<file path="config.mk">
export PLATFORM = sky130hd
export DESIGN_NAME = bsg_fifos_to_axil
export DESIGN_NICKNAME = d
export VERILOG_FILES = /design/src/rtl/bsg_fifos_to_axil_pkg.sv /design/src/rtl/bsg_fifos_to_axil_counter.sv /design/src/rtl/bsg_fifos_to_axil.sv
export SDC_FILE = /design/constraint.sdc
export NUM_CORES = 1
export LEC_CHECK = 0
export CORE_UTILIZATION = 45
export CTS_BUF_LIST = sky130_fd_sc_hd__clkbuf_2 sky130_fd_sc_hd__clkbuf_4 sky130_fd_sc_hd__clkbuf_8
export CTS_CLUSTER_SIZE = 10
export DETAILED_ROUTE_END_ITERATION = 10
export PLACE_DENSITY_LB_ADDON = 0.2
export SETUP_SLACK_MARGIN = 0.2
export SYNTH_ARGS = -nofsm -noshare
export SYNTH_HDL_FRONTEND = slang
export SYNTH_HIERARCHICAL = 1
export SYNTH_SLANG_ARGS = --single-unit
</file>
<file path="constraint.sdc">
create_clock -name clk_i -period 6.36 [get_ports clk_i]
set_input_delay 0.954 -clock clk_i [delete_from_list [all_inputs] [get_ports clk_i]]
set_output_delay 0.954 -clock clk_i [all_outputs]
set_load 0.05 [all_outputs]
</file>
<file path="src/rtl/bsg_fifos_to_axil_pkg.sv">
// Shared types for the FIFO-to-AXI-Lite master: FSM state encoding, AXI-Lite
// response codes and the packed single-channel AXI-Lite bus structures.
package bsg_fifos_to_axil_pkg;

    typedef enum logic [2:0] {
        E_IDLE,
        E_WR,
        E_WR_RESP,
        E_RD_ADDR,
        E_RD_DATA,
        E_RESP
    } fsm_state_e;

    localparam logic [1:0] RESP_OKAY   = 2'b00;
    localparam logic [1:0] RESP_SLVERR = 2'b10;
    localparam logic [1:0] RESP_DECERR = 2'b11;

    // Master-to-slave half of a 32-bit AXI-Lite bus, MSB first
    typedef struct packed {
        logic [31:0] awaddr;
        logic [2:0]  awprot;
        logic        awvalid;
        logic [31:0] wdata;
        logic [3:0]  wstrb;
        logic        wvalid;
        logic        bready;
        logic [31:0] araddr;
        logic [2:0]  arprot;
        logic        arvalid;
        logic        rready;
    } bsg_axil_mosi_bus_s;

    // Slave-to-master half of a 32-bit AXI-Lite bus, MSB first
    typedef struct packed {
        logic        awready;
        logic        wready;
        logic [1:0]  bresp;
        logic        bvalid;
        logic        arready;
        logic [31:0] rdata;
        logic [1:0]  rresp;
        logic        rvalid;
    } bsg_axil_miso_bus_s;

    localparam int unsigned AXIL_MOSI_W = $bits(bsg_axil_mosi_bus_s);
    localparam int unsigned AXIL_MISO_W = $bits(bsg_axil_miso_bus_s);

    function automatic int unsigned bsg_axil_mosi_bus_width(input int unsigned num_ch);
        return num_ch * AXIL_MOSI_W;
    endfunction

    function automatic int unsigned bsg_axil_miso_bus_width(input int unsigned num_ch);
        return num_ch * AXIL_MISO_W;
    endfunction

endpackage

</file>
<file path="src/rtl/bsg_fifos_to_axil_counter.sv">
// Saturating up-counter with enable; holds at all-ones instead of wrapping.
module bsg_counter_sat_en #(
    parameter int unsigned width_p = 16
) (
    input  logic               clk_i,
    input  logic               reset_n_i,
    input  logic               en_i,
    output logic [width_p-1:0] count_o
);

    logic [width_p-1:0] r_count;

    // Count enabled events until the counter reaches all-ones
    always_ff @(posedge clk_i or negedge reset_n_i) begin
        if (!reset_n_i) begin
            r_count <= '0;
        end else if (en_i && (r_count != '1)) begin
            r_count <= r_count + 1'b1;
        end
    end

    assign count_o = r_count;

endmodule

</file>
<file path="src/rtl/bsg_fifos_to_axil.sv">
// AXI-Lite master: converts a valid/ready request stream into single-beat
// AXI-Lite reads and writes, one outstanding transaction, strictly in order.
module bsg_fifos_to_axil
    import bsg_fifos_to_axil_pkg::*;
#(
    parameter logic [31:0]  axil_base_addr_p  = 32'h0000_0000,
    parameter int unsigned  err_count_width_p = 16,
    localparam int unsigned axil_mosi_bus_width_lp = bsg_axil_mosi_bus_width(1),
    localparam int unsigned axil_miso_bus_width_lp = bsg_axil_miso_bus_width(1)
) (
    input  logic                              clk_i,
    input  logic                              reset_n_i,
    output logic [axil_mosi_bus_width_lp-1:0] m_axil_bus_o,
    input  logic [axil_miso_bus_width_lp-1:0] m_axil_bus_i,
    input  logic                              req_v_i,
    input  logic                              req_we_i,
    input  logic [31:0]                       req_addr_i,
    input  logic [31:0]                       req_data_i,
    input  logic [3:0]                        req_wstrb_i,
    output logic                              req_ready_o,
    output logic                              resp_v_o,
    output logic                              resp_we_o,
    output logic [31:0]                       resp_data_o,
    output logic [1:0]                        resp_code_o,
    input  logic                              resp_ready_i,
    output logic [err_count_width_p-1:0]      err_count_o
);

    fsm_state_e         r_state;
    fsm_state_e         w_state_n;

    bsg_axil_mosi_bus_s w_mosi;
    bsg_axil_miso_bus_s w_miso;

    logic               r_live;
    logic [31:0]        r_addr;
    logic [31:0]        r_data;
    logic [3:0]         r_wstrb;
    logic               r_we;
    logic               r_aw_done;
    logic               r_w_done;
    logic [31:0]        r_resp_data;
    logic [1:0]         r_resp_code;

    logic               w_accept;
    logic               w_aw_hs;
    logic               w_w_hs;
    logic               w_err_inc;

    assign w_miso       = m_axil_bus_i;
    assign m_axil_bus_o = w_mosi;

    // r_live keeps req_ready_o low while reset is held even though the FSM rests in E_IDLE
    assign req_ready_o  = r_live && (r_state == E_IDLE);
    assign w_accept     = req_v_i && req_ready_o;
    assign w_aw_hs      = w_mosi.awvalid && w_miso.awready;
    assign w_w_hs       = w_mosi.wvalid && w_miso.wready;

    assign resp_v_o     = (r_state == E_RESP);
    assign resp_we_o    = r_we;
    assign resp_data_o  = r_resp_data;
    assign resp_code_o  = r_resp_code;

    // State register
    always_ff @(posedge clk_i or negedge reset_n_i) begin
        if (!reset_n_i) begin
            r_state <= E_IDLE;
        end else begin
            r_state <= w_state_n;
        end
    end

    // Next-state, AXI channel outputs and error-count enable
    always_comb begin
        w_state_n = r_state;
        w_mosi    = '0;
        w_err_inc = 1'b0;

        w_mosi.awaddr = r_addr;
        w_mosi.wdata  = r_data;
        w_mosi.wstrb  = r_wstrb;
        w_mosi.araddr = r_addr;

        case (r_state)
            E_IDLE: begin
                if (w_accept) begin
                    w_state_n = req_we_i ? E_WR : E_RD_ADDR;
                end
            end
            E_WR: begin
                w_mosi.awvalid = !r_aw_done;
                w_mosi.wvalid  = !r_w_done;
                if ((r_aw_done || w_aw_hs) && (r_w_done || w_w_hs)) begin
                    w_state_n = E_WR_RESP;
                end
            end
            E_WR_RESP: begin
                w_mosi.bready = 1'b1;
                if (w_miso.bvalid) begin
                    w_state_n = E_RESP;
                    w_err_inc = (w_miso.bresp != RESP_OKAY);
                end
            end
            E_RD_ADDR: begin
                w_mosi.arvalid = 1'b1;
                if (w_miso.arready) begin
                    w_state_n = E_RD_DATA;
                end
            end
            E_RD_DATA: begin
                w_mosi.rready = 1'b1;
                if (w_miso.rvalid) begin
                    w_state_n = E_RESP;
                    w_err_inc = (w_miso.rresp != RESP_OKAY);
                end
            end
            E_RESP: begin
                if (resp_ready_i) begin
                    w_state_n = E_IDLE;
                end
            end
            default: begin
                w_state_n = E_IDLE;
            end
        endcase
    end

    // Request capture, write handshake flags and response capture
    always_ff @(posedge clk_i or negedge reset_n_i) begin
        if (!reset_n_i) begin
            r_live      <= 1'b0;
            r_addr      <= '0;
            r_data      <= '0;
            r_wstrb     <= '0;
            r_we        <= 1'b0;
            r_aw_done   <= 1'b0;
            r_w_done    <= 1'b0;
            r_resp_data <= '0;
            r_resp_code <= '0;
        end else begin
            r_live <= 1'b1;
            case (r_state)
                E_IDLE: begin
                    if (w_accept) begin
                        r_addr    <= req_addr_i + axil_base_addr_p;
                        r_data    <= req_data_i;
                        r_wstrb   <= req_wstrb_i;
                        r_we      <= req_we_i;
                        r_aw_done <= 1'b0;
                        r_w_done  <= 1'b0;
                    end
                end
                E_WR: begin
                    if (w_aw_hs) begin
                        r_aw_done <= 1'b1;
                    end
                    if (w_w_hs) begin
                        r_w_done <= 1'b1;
                    end
                end
                E_WR_RESP: begin
                    if (w_miso.bvalid) begin
                        r_resp_code <= w_miso.bresp;
                        r_resp_data <= '0;
                    end
                end
                E_RD_DATA: begin
                    if (w_miso.rvalid) begin
                        r_resp_code <= w_miso.rresp;
                        r_resp_data <= w_miso.rdata;
                    end
                end
                default: begin
                end
            endcase
        end
    end

    bsg_counter_sat_en #(
        .width_p (err_count_width_p)
    ) u_err_count (
        .clk_i     (clk_i),
        .reset_n_i (reset_n_i),
        .en_i      (w_err_inc),
        .count_o   (err_count_o)
    );

endmodule

</file>
==> key figures <==
Worst setup path
  – Critical path's top delay family: buffers and inverters
  – Worst Path Class, Setup: register to output port
  – Worst path bufs/invs: 2
  – Worst EP required: 5410 ps
  – Worst setup EP type: output port
  – CP peak stage delay: 880 ps
  – Critical path arrival: 2490 ps
  – Cell Chain, Critical Path: nor3b_4 -> buf_4 -> clkdlybuf4s50_1
  – CP max FO: 36
  – CP max-delay cell: clkdlybuf4s50_1
  – CP Launch Type: register

Floorplanning
  – Initial Utilization: 46.8%
  – Die height: 115 um
  – Core area: 0.0122 mm^2
  – Die area: 0.0132 mm^2
  – Ports: 278
  – Chip width: 115 um
  – FP Rows: 40

Timing
  – Post-route clock period utilization: 54.1%
  – Slew margin rel.: 39.6%
  – Worst hold margin: 491 ps
  – Skew final: 7.79 ps
  – Slew @ Worst Pin: 907 ps
  – Min Tclk post-route: 3440 ps
  – Final Hold Fails: 0
  – Final Max Tran Viols: 0
  – Final Setup Violations: 0
  – RSZ-0062 raised after global routing: false
  – Maximum clock frequency: 0.290 GHz
  – Post-route setup TNS: 0 ps

Power
  – Pwr Density: 606 mW/mm^2
  – Seq pwr share: 26.3%
  – Sw frac: 50.2%
  – Share of total power in combinational logic: 60.6%
  – Clock power frac: 13.1%
  – Cell internal pwr: 0.00261 W
  – Peak supply drop: 0.302 mV
  – Final Power: 0.00524 W
  – Sw power: 0.00263 W
  – P_leak: 3.61 nW

Placed design
  – Dpl cell area: 0.00825 mm^2
  – Port Buffers: 271
  – Hpwl dp: 10700 um
  – Placer Congestion: 0.854

Finish
  – Final nets: 808
  – Layout cells sized above 1: 12.6%
  – Reg area: 0.00313 mm^2
  – N_diodes: 0
  – Area grow syn2layout: 51.1%
  – Post-route cell area: 0.00864 mm^2
  – Multi-input logic area: 0.00205 mm^2
  – Fillers: 958

CTS
  – Clock Latency Late Sink: 440 ps
  – H-tree depth: 4
  – Clock buffer depth: 2
  – CTS Buf Count: 17
  – Post-CTS setup buffer count: 0
  – CTS root buf: clkbuf_8
  – Hold buffer count at CTS: 0
  – # resized after CTS: 0
  – CTS sink count: 125
  – CTS tree: built
  – CTS clk-pin slew, worst paths: 60 ps

Global routing
  – Wire length of the first global-routing pass: 22800 um
  – Antenna violations before repair: 0
  – Vias in the first global route: 4442
  – GRT Total Usage: 22.8%
  – Largest net degree at the start of global routing: 71
  – Aggregate global routing overflow: 0

Detailed routing
  – Vias/cell: 4.91
  – Drt first-iter violations: 142
  – Vias: 4290
  – Final ANT Viol Nets: 0
  – Router iterations before antenna repair: 4
  – Post-Route WL: 14500 um
  – DR WL/cell: 16.7 um
  – Drt drc: 0

Job
  – Max-cap violations: 0

Yosys
  – Yosys warns: 6
  – Synthesized flop and latch total: 125
  – Mapped Cells: 449
  – Syn avg cell area: 12.7 um^2
  – Synth cell types: 51
  – Sequential share of the synthesized area: 54.7%
  – Cell area after synthesis: 0.00572 mm^2

Run status
  – Status: completed

Hold path
  – Worst hold path class: register to register
-- worst paths after layout --
path / depth (start not counted) / endpoint / slack (ps) / from
min in group asynchronous: 1 / u_err_count/count_o[8] / 590 / reset_n_i
min: 1 / r_data[9] / 490 / r_data[9]
max: 3 / m_axil_bus_o[0] / 2920 / r_state[2]
max in group asynchronous: 2 / r_state[2] / 4430 / reset_n_i
min reg2reg: 1 / r_data[9] / 490 / r_data[9]
max reg2reg: 6 / u_err_count/count_o[10] / 3540 / r_state[1]
-- cells by family after synthesis --
group | after synthesis | synth area share [%]
adder cells (fa/ha/maj) | 1 | 0.219
buffers and inverters | 89 | 9.80
other | 2 | 0.131
AND/OR/NAND/NOR | 88 | 9.82
AO/OA/AOI/OAI | 30 | 3.92
flip-flops | 125 | 54.7
XOR/XNOR | 7 | 1.07
multiplexers | 107 | 20.3
-- placed cells by master, fill, tap and decap left out, drive strengths merged, types with 3 or more instances in the layout --
master,count
a31oi,3
clkdlybuf4s50,270
clkbuf,23
xnor2,5
nand4,10
mux2,74
nand3,6
inv,35
conb,7
nand3b,4
o21a,5
dfrtp,125
o21ai,4
buf,4
clkinv,6
mux2i,33
nor2,7
nand2,42
a21oi,7
and4,3
o211ai,3
-- power by group through the flow --
stage               clock, W  combinational [W]  sequential, W
global placement           0            0.00315        0.00137
floorplan                  0            0.00112        0.00250
detailed placement         0            0.00319        0.00140
CTS                 0.000700            0.00320        0.00138
finish              0.000685            0.00317        0.00138
global route        0.000736            0.00329        0.00143
-- synthesized netlist by cell type (all sizes together) --
master,instances,area share (%)
clkbuf,1,0.066
conb,2,0.13
nor3,1,0.18
inv,35,2.3
nand4bb,1,0.20
nand2b,2,0.22
nor2,7,0.50
o21ai,4,0.35
xnor2,5,0.77
o31ai,1,0.37
nor4,2,0.74
nor2b,1,0.11
nor4b,1,0.42
ha,1,0.22
and4b,1,0.18
and4,3,0.53
buf,53,7.4
o21a,5,0.66
o211ai,3,0.39
nand4,10,1.5
a21oi,7,0.81
and3b,1,0.15
a2bb2oi,2,0.31
nand3,6,0.74
a32oi,2,0.31
a21o,1,0.13
o2bb2ai,1,0.15
xor2,2,0.31
a31oi,3,0.33
o22ai,1,0.11
nand2,42,2.9
nor3b,1,0.33
and3,2,0.22
mux2,74,15
or3b,1,0.15
and2,2,0.22
nand3b,4,0.59
mux2i,33,5.8
dfrtp,125,55
-- through the flow --
| stage | setup WS (ps) | util, % | std cells |
|---|---|---|---|
| detailed placement | 3080 | 67.6 | 842 |
| CTS | 2890 | 70.7 | 873 |
| global placement | 3190 | 67.6 | 842 |
| finish | 2920 | 70.7 | 873 |
| global route | 2770 | 70.7 | 873 |
| floorplan | 3820 | - | 454 |
-- worst register-to-register path, delay by kind of cell, from the launching register on --
kind	cells	cell delay, ps
AO/OA/AOI/OAI	1	660
XOR/XNOR	1	150
flip-flops	1	620
AND/OR/NAND/NOR	4	1290
-- flip-flops by register name (all words and copies together) (netlist names) --
name,cells
r_addr,32
r_aw_done,1
r_data,32
r_live,1
r_state,3
r_w_done,1
r_wstrb,4
resp_code_o,2
resp_data_o,32
resp_we_o,1
u_err_count/count_o,16
-- layout make-up --
cell class	count	area share (%)
clock buffer	23	3.45
clock inverter	8	1.04
inverter	35	1.52
multi-input combinational	240	23.7
sequential	125	36.2
tap	168	2.43
timing repair buffer	274	31.6
-- per-layer routing --
metal | GRT usage, % | vias to the layer above | routed length [um]
met5 | 0 | - | 0
met4 | 9.44 | 0 | 289
met3 | 7.80 | 20 | 1180
met2 | 40.4 | 175 | 7800
met1 | 25.0 | 2125 | 5280
li1 | - | 1970 | -
Note: power is estimated with default switching activity, not from simulation.
